`src/rtl/regfile_write_arbiter.sv`:
```
// rtl/regfile_write_arbiter.sv - two-requester write-port arbiter for cpu_register
module regfile_write_arbiter #(
  parameter int STARVE_MAX = 4,
  parameter int AW         = 5,
  parameter int DW         = 32
) (
  input  logic          clk,
  input  logic          rst_n,
  input  logic          rr_mode,
  input  logic          req_a,
  input  logic [AW-1:0] addr_a,
  input  logic [DW-1:0] data_a,
  output logic          gnt_a,
  input  logic          req_b,
  input  logic [AW-1:0] addr_b,
  input  logic [DW-1:0] data_b,
  output logic          gnt_b,
  output logic [AW-1:0] addrw,
  output logic          writeen,
  output logic [DW-1:0] writeint,
  output logic          last_b
);

  // Saturation limit of the 4-bit wait counter.
  localparam logic [3:0] STARVE_LIM = 4'(STARVE_MAX);

  logic [3:0]    wait_cnt_q, wait_cnt_d;
  logic [AW-1:0] addrw_q, addrw_d;
  logic [DW-1:0] writeint_q, writeint_d;
  logic          writeen_q, writeen_d;
  logic          last_b_q, last_b_d;
  logic          win_a, win_b;

  // Arbitration decision; at most one winner per cycle.
  always_comb begin
    win_a = 1'b0;
    win_b = 1'b0;
    if (req_a && req_b) begin
      if (rr_mode) begin
        win_b = !last_b_q;
      end else begin
        win_b = (wait_cnt_q == STARVE_LIM);
      end
      win_a = !win_b;
    end else begin
      win_a = req_a;
      win_b = req_b;
    end
  end

  // Visible grants are suppressed while reset is held; the internal winner
  // only feeds flops that are held in reset anyway.
  assign gnt_a = rst_n & win_a;
  assign gnt_b = rst_n & win_b;

  // Next state of the write port, recency flag and B wait counter.
  always_comb begin
    addrw_d    = addrw_q;
    writeint_d = writeint_q;
    writeen_d  = 1'b0;
    last_b_d   = last_b_q;
    wait_cnt_d = wait_cnt_q;
    if (win_a) begin
      addrw_d    = addr_a;
      writeint_d = data_a;
      writeen_d  = 1'b1;
      last_b_d   = 1'b0;
    end else if (win_b) begin
      addrw_d    = addr_b;
      writeint_d = data_b;
      writeen_d  = 1'b1;
      last_b_d   = 1'b1;
    end
    // Counts in both modes so a switch to fixed priority sees real history.
    if (!req_b || win_b) begin
      wait_cnt_d = 4'd0;
    end else if (wait_cnt_q < STARVE_LIM) begin
      wait_cnt_d = wait_cnt_q + 4'd1;
    end
  end

  // State registers; reset discards any grant still in flight.
  always_ff @(posedge clk or negedge rst_n) begin
    if (!rst_n) begin
      addrw_q    <= '0;
      writeint_q <= '0;
      writeen_q  <= 1'b0;
      last_b_q   <= 1'b0;
      wait_cnt_q <= 4'd0;
    end else begin
      addrw_q    <= addrw_d;
      writeint_q <= writeint_d;
      writeen_q  <= writeen_d;
      last_b_q   <= last_b_d;
      wait_cnt_q <= wait_cnt_d;
    end
  end

  assign addrw    = addrw_q;
  assign writeint = writeint_q;
  assign writeen  = writeen_q;
  assign last_b   = last_b_q;

endmodule
```
`config.mk`:
```
export PLATFORM = sky130hd
export DESIGN_NAME = regfile_write_arbiter
export DESIGN_NICKNAME = d
export VERILOG_FILES = /design/src/rtl/regfile_write_arbiter.sv
export SDC_FILE = /design/constraint.sdc
export NUM_CORES = 1
export LEC_CHECK = 0
export ABC_CLOCK_PERIOD_IN_PS = 1350
export BUFFER_PORTS_ARGS = -buffer_cell sky130_fd_sc_hd__buf_2
export CORE_ASPECT_RATIO = 0.5
export CORE_UTILIZATION = 44
export CTS_CLUSTER_SIZE = 40
export DETAILED_ROUTE_END_ITERATION = 8
export GPL_TIMING_DRIVEN = 0
export PLACE_DENSITY = 0.78
export SKIP_LAST_GASP = 1
export SLEW_MARGIN = 20
export SYNTH_ARGS = -nofsm -noshare
export SYNTH_HDL_FRONTEND = slang
export SYNTH_SLANG_ARGS = --single-unit
```
`constraint.sdc`:
```
create_clock -name clk -period 1.35 [get_ports clk]
set_input_delay 0 -clock clk [delete_from_list [all_inputs] [get_ports clk]]
set_output_delay 0 -clock clk [all_outputs]
set_load 0.05 [all_outputs]
```
**Yosys cells after proc, flatten, opt, wreduce, memory -nomap -nowiden**

Cells that the tools add are included.

- ROM bits: 0
- Memories kept: 0
- Latch bits: 0
- Flip-flop bits (word level): 43
- Bits in writable memories: 0
- Logic and storage cells: 31

- Reduce and logical (&&, ||, !) cells: 7
- Shifts and indexed selects: 0
- Divide/modulo/power cells: 0
- Magnitude comparators: 1
- Bitwise gates (word level): 2
- Multiplexer cells: 14
- Add/subtract/negate cells: 1
- Equal/unequal tests: 1
- Multipliers: 0

Operators with widths:

| kind | number |
|---|---|
| two-way mux 32 bit | 2 |
| two-way mux 5 bit | 2 |
| two-way mux 1 bit | 8 |
| two-way mux 4 bit | 2 |
| adder 4 x 1 -> 4 bit (second input constant) | 1 |
| == test 4 x 3 -> 1 bit (second input constant) | 1 |
| less-than comparator 4 x 3 -> 1 bit (second input constant) | 1 |
| nonzero test 2 bit | 2 |
| logical NOT 1 bit | 3 |
| bitwise AND 1 bit | 2 |
| logical AND 1 bit | 1 |
| logical OR 1 bit | 1 |

**Longest topological paths before layout**

Gate-level depths: netlist (run 1).

- Depth in word-level cells: 6
- Mapped depth: 7
- Gate-level depth less buffers: 5

**Least setup slack after synthesis (run 1)**

Ideal clock, no wire load.

- Path type: register to output
- From: register last_b_q, in the netlist last_b
- To: output gnt_a
- Data required time: 1.350 ns
- Path slack: -0.759 ns
- Stages on the path, launching flop included: 6
- Arrival: 2.109 ns
- Cells stage by stage: dfrtp_1 -> nand2b_1 -> clkbuf_1 -> clkbuf_1 -> nand2_1 -> a21oi_1

- Longest elaborated chain between the ends: 6

Ends and longest elaborated chain:

| element | line | text |
|---|---|---|
| from (decl) | 31 | `logic last_b_q, last_b_d;` |
| from (signal assigned) | 94 | `last_b_q <= last_b_d;` |
| logical NOT 1 bit | 40 | `win_b = !last_b_q;` |
| two-way mux 1 bit | 39 | `if (rr_mode) begin` |
| two-way mux 1 bit | 38 | `if (req_a && req_b) begin` |
| logical NOT 1 bit | 44 | `win_a = !win_b;` |
| two-way mux 1 bit | 38 |  |
| bitwise AND 1 bit | 53 | `assign gnt_a = rst_n & win_a;` |
| to (decl) | 13 | `output logic gnt_a,` |

No other way between the ends. The select of a mux whose other input is x is not followed.

**Worst setup path in the final report (run 1)**

- From: register wait_cnt_q[0]
- To: output gnt_b

- Longest elaborated chain between the ends: 5

Ends and longest elaborated chain:

| element | line | text |
|---|---|---|
| from (decl) | 27 | `logic [3:0] wait_cnt_q, wait_cnt_d;` |
| from (signal assigned) | 95 | `wait_cnt_q <= wait_cnt_d;` |
| == test 4 x 3 -> 1 bit | 42 | `win_b = (wait_cnt_q == STARVE_LIM);` |
| two-way mux 1 bit | 39 |  |
| two-way mux 1 bit (2 in a row) | 38 |  |
| bitwise AND 1 bit | 54 | `assign gnt_b = rst_n & win_b;` |
| to (decl) | 17 | `output logic gnt_b,` |

No other way between the ends. The select of a mux whose other input is x is not followed.

==> impl_metrics.yaml, run 1 <==
logic_synthesis:
  ys.flop_type: "dfrtp_1"
  synth_edf_count: 0
  yosysTopAreaCellShare_pct: 38.4
  synth_most_common_cell: "dfrtp_1"
  synth_area_leaders: "dfrtp_1 (38%), o211ai_1 (9.9%), a41oi_1 (8.8%)"
  ys_types: 28
  ys_seq_area_share_pct: 38.4
  synth_common_cells: "dfrtp_1 (43), nand2b_1 (39), o211ai_1 (37)"
  syn_inst: 295
  syn_nets: 376
  synth-warning-count: 0
  ys_seq_elements: 43
  synth_area_um2: 2800
  avgSynthCellArea_um2: 9.50
  ys_async_sr_fraction_pct: 100
  yosysTopAreaCell: "dfrtp_1"
status:
  violations: "negative hold slack, negative setup slack"
  outcome: "complete, but fails checks"
worst_setup_path:
  path_class: "reg -> out"
  cp_top_family: "simple AND/OR/NAND/NOR gates"
  r2r_start: "wait_cnt_q[0]"
  start_kind: "flip-flop"
  slowest_stage: "dfrtp_1"
  required_ps: 1350
  r2r_end: "writeint[24]"
  cp_max_fo: 4
  reg2reg_setup_slack_ps: -420
  crit_chain: "inv_1, ha_2, nand4bb_4, and3_4, buf_8, buf_8, nor2_4, buf_8"
  slowest_delay_ps: 390
  critPathBufInv: 4
  critPathArrivalTime_ps: 1780
  rr_worst_depth: 9
  end_kind: "output pin"
  cpMostUsedCell: "buf_8"
drt:
  wl_per_cell_um: 17.2
  viasPerCell: 5.71
  ant_nets: 0
  dr_total_vias: 3082
  drc: 0
  routed_wl_mm: 9.30
  drt_pass1_iterations: 5
  drt_iter0_markers: 179
grt:
  grt_pass1_vias: 2986
  antenna_found_initial: 0
  grt.total_usage_pct: 27.5
  overflow: 0
  grt_pass1_wl_mm: 14.4
  grt_max_degree: 46
power:
  ir_drop_uv: 460
  leakagePower_nw: 1.92
  sw_frac_of_total_pct: 38.8
  p_sw_w: 0.00171
  seq_power_share_pct: 34.8
  internal_power_w: 0.00270
  pwr-share-clk_pct: 27.0
  power.density_nw_per_um2: 1030
  pwr-share-comb_pct: 38.3
final_layout:
  antenna_cells: 0
  nNetsFinal: 532
  fin_util_pct: 70.1
  drive_above_1_share_pct: 49.6
  layoutNonFillerInstCount: 540
  design_area_um2: 4280
  areaGrowthSynthToFinish_pct: 52.7
hold_path:
  holdCritPathClass: "in -> async"
die:
  die_x_um: 115
  core-area_um2: 6110
  dieHeight_um: 58.4
  start_util_pct: 45.9
  row_count: 20
  num_io_pins: 120
  die_area_um2: 6710
place:
  dpl_worst_slack_ps: -375
  dp_hpwl_mm: 5.85
  dpl_cell_area_um2: 3530
  dp.cells: 501
  gp_congestion: 0.797
  io_buffers: 118
timing:
  min_period_over_period_pct: 132
  tightestPinTransition_ps: 640
  whs_ps: -281
  slew_viol_final: 0
  rsz0062_at_grt: "true"
  final.min_clock_period_ps: 1780
  skew_ps: 5.38
  slew_headroom_pct: 57.3
  hold_viol: 45
  finalWorstSetupSlack_ps: -432
  setup_viol: 43
  fmax_mhz: 561
flow_run:
  maxCapViolCount: 0
clock_network:
  cts_hold_buffers: 14
  insertion_delay_ps: 290
  cts_sinks: 43
  cts_buffer_depth: 2
  path_clk_slew_ps: 60
  tritoncts: "yes"
  cts_buffers: 5
  clockRootBuffer: "clkbuf_16"
  cts_htree_levels: 2
[power groups by stage]
stage	clock, W	combinational, W	sequential, W
after global routing	0.00125	0.00178	0.00154
after detailed placement	0	0.00146	0.00155
final	0.00119	0.00168	0.00153
after CTS	0.00118	0.00159	0.00153
after global placement	0	0.00144	0.00155
after floorplan	0	0.000490	0.00208
[timing repair]
action | in CTS | in global routing
endpoints found under the hold margin | 57 | 43
setup endpoints to repair | 43 | 43
pin swaps | 4 | 13
resized for setup | 37 | 32
cloned | 2 | 0
buffers inserted | 7 | 10
[logic make-up (layout without fill, tap and decap cells)]
family | Yosys count | after routing | synth area share, %
fa+ha+maj | 2 | 2 | 0.893
flops | 43 | 43 | 38.4
compound gates | 116 | 116 | 30.5
buf+inv | 41 | 198 | 7.46
simple gates | 92 | 92 | 22.5
xor+xnor | 1 | 1 | 0.313
[state kept, by name (all words and copies together) (netlist names)]
signal / flops
wait_cnt_q: 4
writeint: 32
last_b: 1
addrw: 5
writeen: 1
[layer usage]
metal  vias up  share of wire [%]  track usage [%]
met4         0                1.6             8.16
met1      1506                 44             36.2
li1       1447                  -                -
met5         -                  0                0
met2       114                 49             47.6
met3        15                4.9             4.33
[stage by stage]
stage / hold slack, ps / setup TNS [ps] / power, W
2_1_floorplan: -296 / -1880 / 0.00257
3_3_place_gp: 219 / -9630 / 0.00299
3_5_place_dp: 229 / -10390 / 0.00300
4_1_cts: -71.1 / -8990 / 0.00430
5_1_grt: -237 / -15540 / 0.00458
6_report: -281 / -13080 / 0.00440
[placed cells by master, fill, tap and decap left out, types with 2 or more instances in the layout]
cell and count:
a21oi_1 2, buf_4 11, a32oi_2 3, a41oi_1 15
o21ai_2 29, buf_8 5, o211ai_1 37, buf_2 132
o21ai_1 8, buf_6 7, clkinv_2 3, inv_1 3
dfrtp_1 42, buf_12 3, clkbuf_1 7, a32oi_1 6
nand2_1 3, clkbuf_16 5, nand2b_1 39, nor2_1 5
buf_1 4, and2_1 9, and3b_1 28, clkbuf_2 3
dlygate4sd3_1 14, a41oi_2 13
[worst max-delay path by stage]
stage	start	end	slack, ps	depth (start not counted)
floorplan	last_b	gnt_b	-130	6
global placement	wait_cnt_q[0]	gnt_b	-370	8
detailed placement	wait_cnt_q[0]	gnt_b	-370	8
CTS	wait_cnt_q[1]	gnt_b	-390	8
global route	wait_cnt_q[1]	gnt_b	-480	8
finish	wait_cnt_q[0]	gnt_b	-430	8
[worst register-to-register path, stage by stage (launching register included)]
cell and delay, ps:
dfrtp_1 390, inv_1 70, ha_2 190, nand4bb_4 170, and3_4 240, buf_8 120, buf_4 130, buf_12 130
buf_12 140, o21ai_2 140
[final cells by class]
cell class	instances	area, um2
flip-flops and latches	43	1080
repair buffers	150	956
fillers	462	1830
clock inverters	3	15.0
inverters	3	11.3
well taps	88	110
clock buffers	5	125
multi-input cells	211	1760
plain buffers	37	225
No activity file was read; power rests on OpenSTA's default activity.
==> run 2: changes to the inputs <==
==> constraint.sdc (replaced) <==
create_clock -name clk -period 1.35 [get_ports clk]
set_input_delay 0.2025 -clock clk [delete_from_list [all_inputs] [get_ports clk]]
set_output_delay 0.2025 -clock clk [all_outputs]
set_load 0.05 [all_outputs]
==> impl_metrics.yaml, run 2 (synthesis results as in run 1) <==
status:
  outcome: "complete, but fails checks"
  violations: "negative hold slack, negative setup slack"
die:
  die_area_um2: 6710
  core-area_um2: 6110
  row_count: 20
  num_io_pins: 120
  start_util_pct: 45.9
  die_x_um: 115
  dieHeight_um: 58.4
clock_network:
  cts_buffers: 5
  path_clk_slew_ps: 60
  clockRootBuffer: "clkbuf_16"
  insertion_delay_ps: 290
  cts_hold_buffers: 0
  tritoncts: "yes"
  cts_buffer_depth: 2
  cts_htree_levels: 2
  cts_sinks: 43
final_layout:
  areaGrowthSynthToFinish_pct: 49.8
  fin_util_pct: 68.7
  largest_register_ffs: 32
  antenna_cells: 0
  design_area_um2: 4200
  mostFrequentLayoutCell: "buf_2"
  drive_above_1_share_pct: 50.9
  mostFrequentLayoutCells: "buf_2 (130), dfrtp_1 (42), nand2b_1 (39), o211ai_1 (37)"
  nNetsFinal: 514
place:
  io_buffers: 118
  gp_congestion: 0.797
  dp_hpwl_mm: 5.85
  dpl_cell_area_um2: 3530
drt:
  ant_nets: 0
  drc: 0
  wl_per_cell_um: 18.2
  dr_total_vias: 3073
  viasPerCell: 5.89
  drt_pass1_iterations: 4
  routed_wl_mm: 9.49
  drt_iter0_markers: 244
timing:
  whs_ps: -82.6
  skew_ps: 4.56
  slew_headroom_pct: 54.3
  slew_viol_final: 0
  final.min_clock_period_ps: 1910
  finalWorstSetupSlack_ps: -561
  min_period_over_period_pct: 142
  fmax_mhz: 523
  tightestPinTransition_ps: 685
  setup_viol: 44
  hold_viol: 43
  rsz0062_at_grt: "true"
grt:
  grt_pass1_vias: 3060
  overflow: 0
  grt_max_degree: 46
  antenna_found_initial: 0
  grt_pass1_wl_mm: 15.0
  grt.total_usage_pct: 28.8
worst_setup_path:
  end_kind: "output pin"
  start_kind: "flip-flop"
  critPathArrivalTime_ps: 1710
  cp_max_fo: 5
  required_ps: 1150
  rr_worst_depth: 9
  path_class: "reg -> out"
hold_path:
  holdCritPathClass: "in -> async"
flow_run:
  maxCapViolCount: 0
power:
  leakagePower_nw: 1.85
  ir_drop_uv: 474
  power.density_nw_per_um2: 1030
-- run 2: timing repair --
action,in CTS,in global routing
pin swaps,29,12
cloned,3,0
gates resized for setup,58,16
setup endpoints to repair,43,43
setup buffers,9,4
hold endpoints to repair,0,43
-- run 2: layer usage --
metal | vias up | wire length (um) | GRT usage [%]
met3 | 22 | 696 | 4.22
met4 | 0 | 238 | 12.8
met2 | 152 | 4530 | 48.5
li1 | 1399 | - | -
met5 | - | 0 | 0
met1 | 1500 | 4030 | 37.5
-- run 2: area by class of cell --
class,instances,area (um2)
Buffer,38,264
Clock buffer,5,125
Clock inverter,3,15.0
Fill cell,469,1910
Inverter,3,11.3
Multi-Input combinational cell,211,1830
Sequential cell,43,1080
Tap cell,88,110
Timing Repair Buffer,131,762
-- run 2: critical path, stage by stage, from the launching register on --
cell and delay [ps]:
dfrtp_2 430, nand2b_1 150, clkbuf_2 170, and3_4 210, buf_8 120, buf_8 110, nor2_4 80, buf_8 150
-- run 2: path summary, 6_finish.rpt --
kind,end,start,slack [ps]
max in group asynchronous,last_b,rst_n,1010
worst min register to register,addrw[1],addrw[1],570
worst max register to register,addrw[4],wait_cnt_q[0],-360
worst min-delay path,writeint[30],rst_n,-80
worst max-delay path,gnt_b,last_b,-560
min in group clk,addrw[1],addr_a[1],160
-- run 2: power breakdown --
group	internal, W	total, W	switching (W)
logic	0.000512	0.00160	0.00109
registers	0.00144	0.00153	0.0000885
clock network	0.000676	0.00119	0.000514
total	0.00263	0.00432	0.00169
-- run 2: stage by stage --
step	TNS, ps	instances	setup slack (ps)	power (W)
5_1_grt	-12980	522	-602	0.00448
3_5_place_dp	-10830	501	-577	0.00300
4_1_cts	-12500	521	-575	0.00427
6_report	-10710	522	-561	0.00432
2_1_floorplan	-2280	295	-328	0.00257
3_3_place_gp	-10040	501	-568	0.00299
==> run 3: changes to the inputs <==
ABC_AREA = 1   (was default)
CORE_UTILIZATION = 39   (was 44)
PLACE_DENSITY = 0.75   (was 0.78)
==> impl_metrics.yaml, run 3 <==
status:
  outcome: "complete, but fails checks"
  violations: "negative hold slack, negative setup slack"
timing:
  finalWorstSetupSlack_ps: -403
  min_period_over_period_pct: 130
  skew_ps: 5.91
  setup_viol: 44
  hold_viol: 43
  slew_viol_final: 0
  rsz0062_at_grt: "true"
  final.min_clock_period_ps: 1750
  slew_headroom_pct: 63.4
  whs_ps: -97.4
  fmax_mhz: 570
  tightestPinTransition_ps: 549
clock_network:
  tritoncts: "yes"
  path_clk_slew_ps: 80
  insertion_delay_ps: 290
  cts_sinks: 43
  cts_htree_levels: 2
  cts_buffers: 5
  clockRootBuffer: "clkbuf_8"
  cts_buffer_depth: 2
hold_path:
  holdCritPathClass: "in -> async"
place:
  io_buffers: 119
  gp_congestion: 0.802
  dp_hpwl_mm: 4.33
drt:
  drc: 0
  routed_wl_mm: 6.04
  ant_nets: 0
  wl_per_cell_um: 13.4
  drt_iter0_markers: 85
  dr_total_vias: 2227
  drt_pass1_iterations: 6
  viasPerCell: 4.93
logic_synthesis:
  ys.flop_type: "dfrtp_1"
  synthAdderAreaFrac_pct: 1.21
  synth_xor_area_share_pct: 0.424
  avgSynthCellArea_um2: 8.68
  synth_area_leaders: "dfrtp_1 (52%), nand3_1 (15%), nand2_1 (14%)"
  ys_async_sr_fraction_pct: 100
  synth_area_um2: 2070
  ys_seq_area_share_pct: 52.1
  yosysTopAreaCell: "dfrtp_1"
  synth_compound_area_share_pct: 1.39
  ys_seq_elements: 43
  synth_common_cells: "nand2_1 (76), nand3_1 (64), dfrtp_1 (43)"
  muxShareOfSynthArea_pct: 0
  syn_nets: 319
  synth_most_common_cell: "nand2_1"
  synth-warning-count: 0
  ys_types: 20
  yosys.area_share.simple_pct: 37.8
  synth_edf_count: 0
  synth_top_family_by_area: "simple AND/OR/NAND/NOR gates"
  syn_inst: 238
  yosysTopAreaCellShare_pct: 52.1
final_layout:
  largest_register_ffs: 32
  areaGrowthSynthToFinish_pct: 51.9
  antenna_cells: 0
  nNetsFinal: 463
  mostFrequentLayoutCell: "buf_2"
  drive_above_1_share_pct: 47.6
  mostFrequentLayoutCells: "buf_2 (121), nand2_1 (75), nand3_1 (64), dfrtp_1 (42), buf_4 (15)"
  fin_util_pct: 62.8
die:
  num_io_pins: 120
  die_x_um: 105
  die_area_um2: 5610
  start_util_pct: 41.3
  core-area_um2: 5000
  row_count: 18
  dieHeight_um: 53.5
worst_setup_path:
  critPathArrivalTime_ps: 1550
  start_kind: "flip-flop"
  required_ps: 1150
  end_kind: "output pin"
  path_class: "reg -> out"
  cp_max_fo: 4
grt:
  grt.total_usage_pct: 21.6
  grt_pass1_vias: 2103
  overflow: 0
  grt_max_degree: 45
  grt_pass1_wl_mm: 9.41
  antenna_found_initial: 0
power:
  power.density_nw_per_um2: 1160
  ir_drop_uv: 610
  leakagePower_nw: 1.66
flow_run:
  maxCapViolCount: 0
-- run 3: cell type report --
cell class / instances / area (um2)
fillers: 441 / 1860
flip-flops and latches: 43 / 1080
multi-input cells: 172 / 923
repair buffers: 137 / 810
plain buffers: 15 / 135
well taps: 70 / 87.6
clock buffers: 7 / 76.3
inverters: 8 / 30.0
-- run 3: worst paths after layout --
| check | to | cells past startpoint | slack (ps) | start |
|---|---|---|---|---|
| min | wait_cnt_q[1] | 1 | -100 | rst_n |
| max reg2reg | writeint[0] | 11 | -260 | wait_cnt_q[1] |
| max | gnt_b | 10 | -400 | wait_cnt_q[1] |
| min reg2reg | writeint[17] | 2 | 490 | writeint[17] |
| min in group clk | writeint[14] | 3 | 120 | data_a[14] |
| max in group asynchronous | last_b | 1 | 1050 | rst_n |
-- run 3: kinds of logic (layout without fill, tap and decap cells) --
group,Yosys count,after routing
simple gates,164,164
flops,43,43
buf+inv,23,167
xor+xnor,1,1
fa+ha+maj,2,2
compound gates,5,5
-- run 3: critical path: stages, from the launching register on --
cell and delay [ps]:
dfrtp_1 400, inv_2 80, ha_4 120, nand2_1 40, inv_1 60, nand2_2 60
nand2_4 90, buf_8 120, nand2_8 40, nor2_4 90, buf_8 150
-- run 3: layer usage --
layer | vias to the layer above | GRT usage [%] | share of wire (%)
met5 | - | 0 | 0
met4 | 0 | 5.40 | 0.48
met3 | 6 | 4.56 | 4.7
met2 | 64 | 41.7 | 54
met1 | 1096 | 25.2 | 40
li1 | 1061 | - | -
-- run 3: power by group --
part	internal, W	switching [W]	total [W]	leakage (nW)
clock network	0.000356	0.000397	0.000753	0.0383
logic	0.000444	0.000918	0.00136	1.10
registers	0.00143	0.0000817	0.00152	0.518
total	0.00223	0.00140	0.00363	1.66
-- run 3: repair_timing --
action | 4_1_cts | 5_1_grt
buffers inserted | 16 | 4
setup endpoints to repair | 36 | 44
cloned | 3 | 0
pin swaps | 5 | 1
hold endpoints to repair | 43 | 43
gates resized for setup | 14 | 14
-- run 3: metrics by stage --
stage / area [um2] / std cells / setup TNS [ps] / setup WS [ps] / total power, W
floorplan: 2100 / 238 / -297 / -166 / 0.00236
global placement: 2780 / 427 / -1260 / -555 / 0.00272
detailed placement: 2780 / 427 / -2330 / -549 / 0.00274
CTS: 3080 / 450 / -5640 / -379 / 0.00361
global route: 3140 / 452 / -10420 / -486 / 0.00380
finish: 3140 / 452 / -6990 / -403 / 0.00363
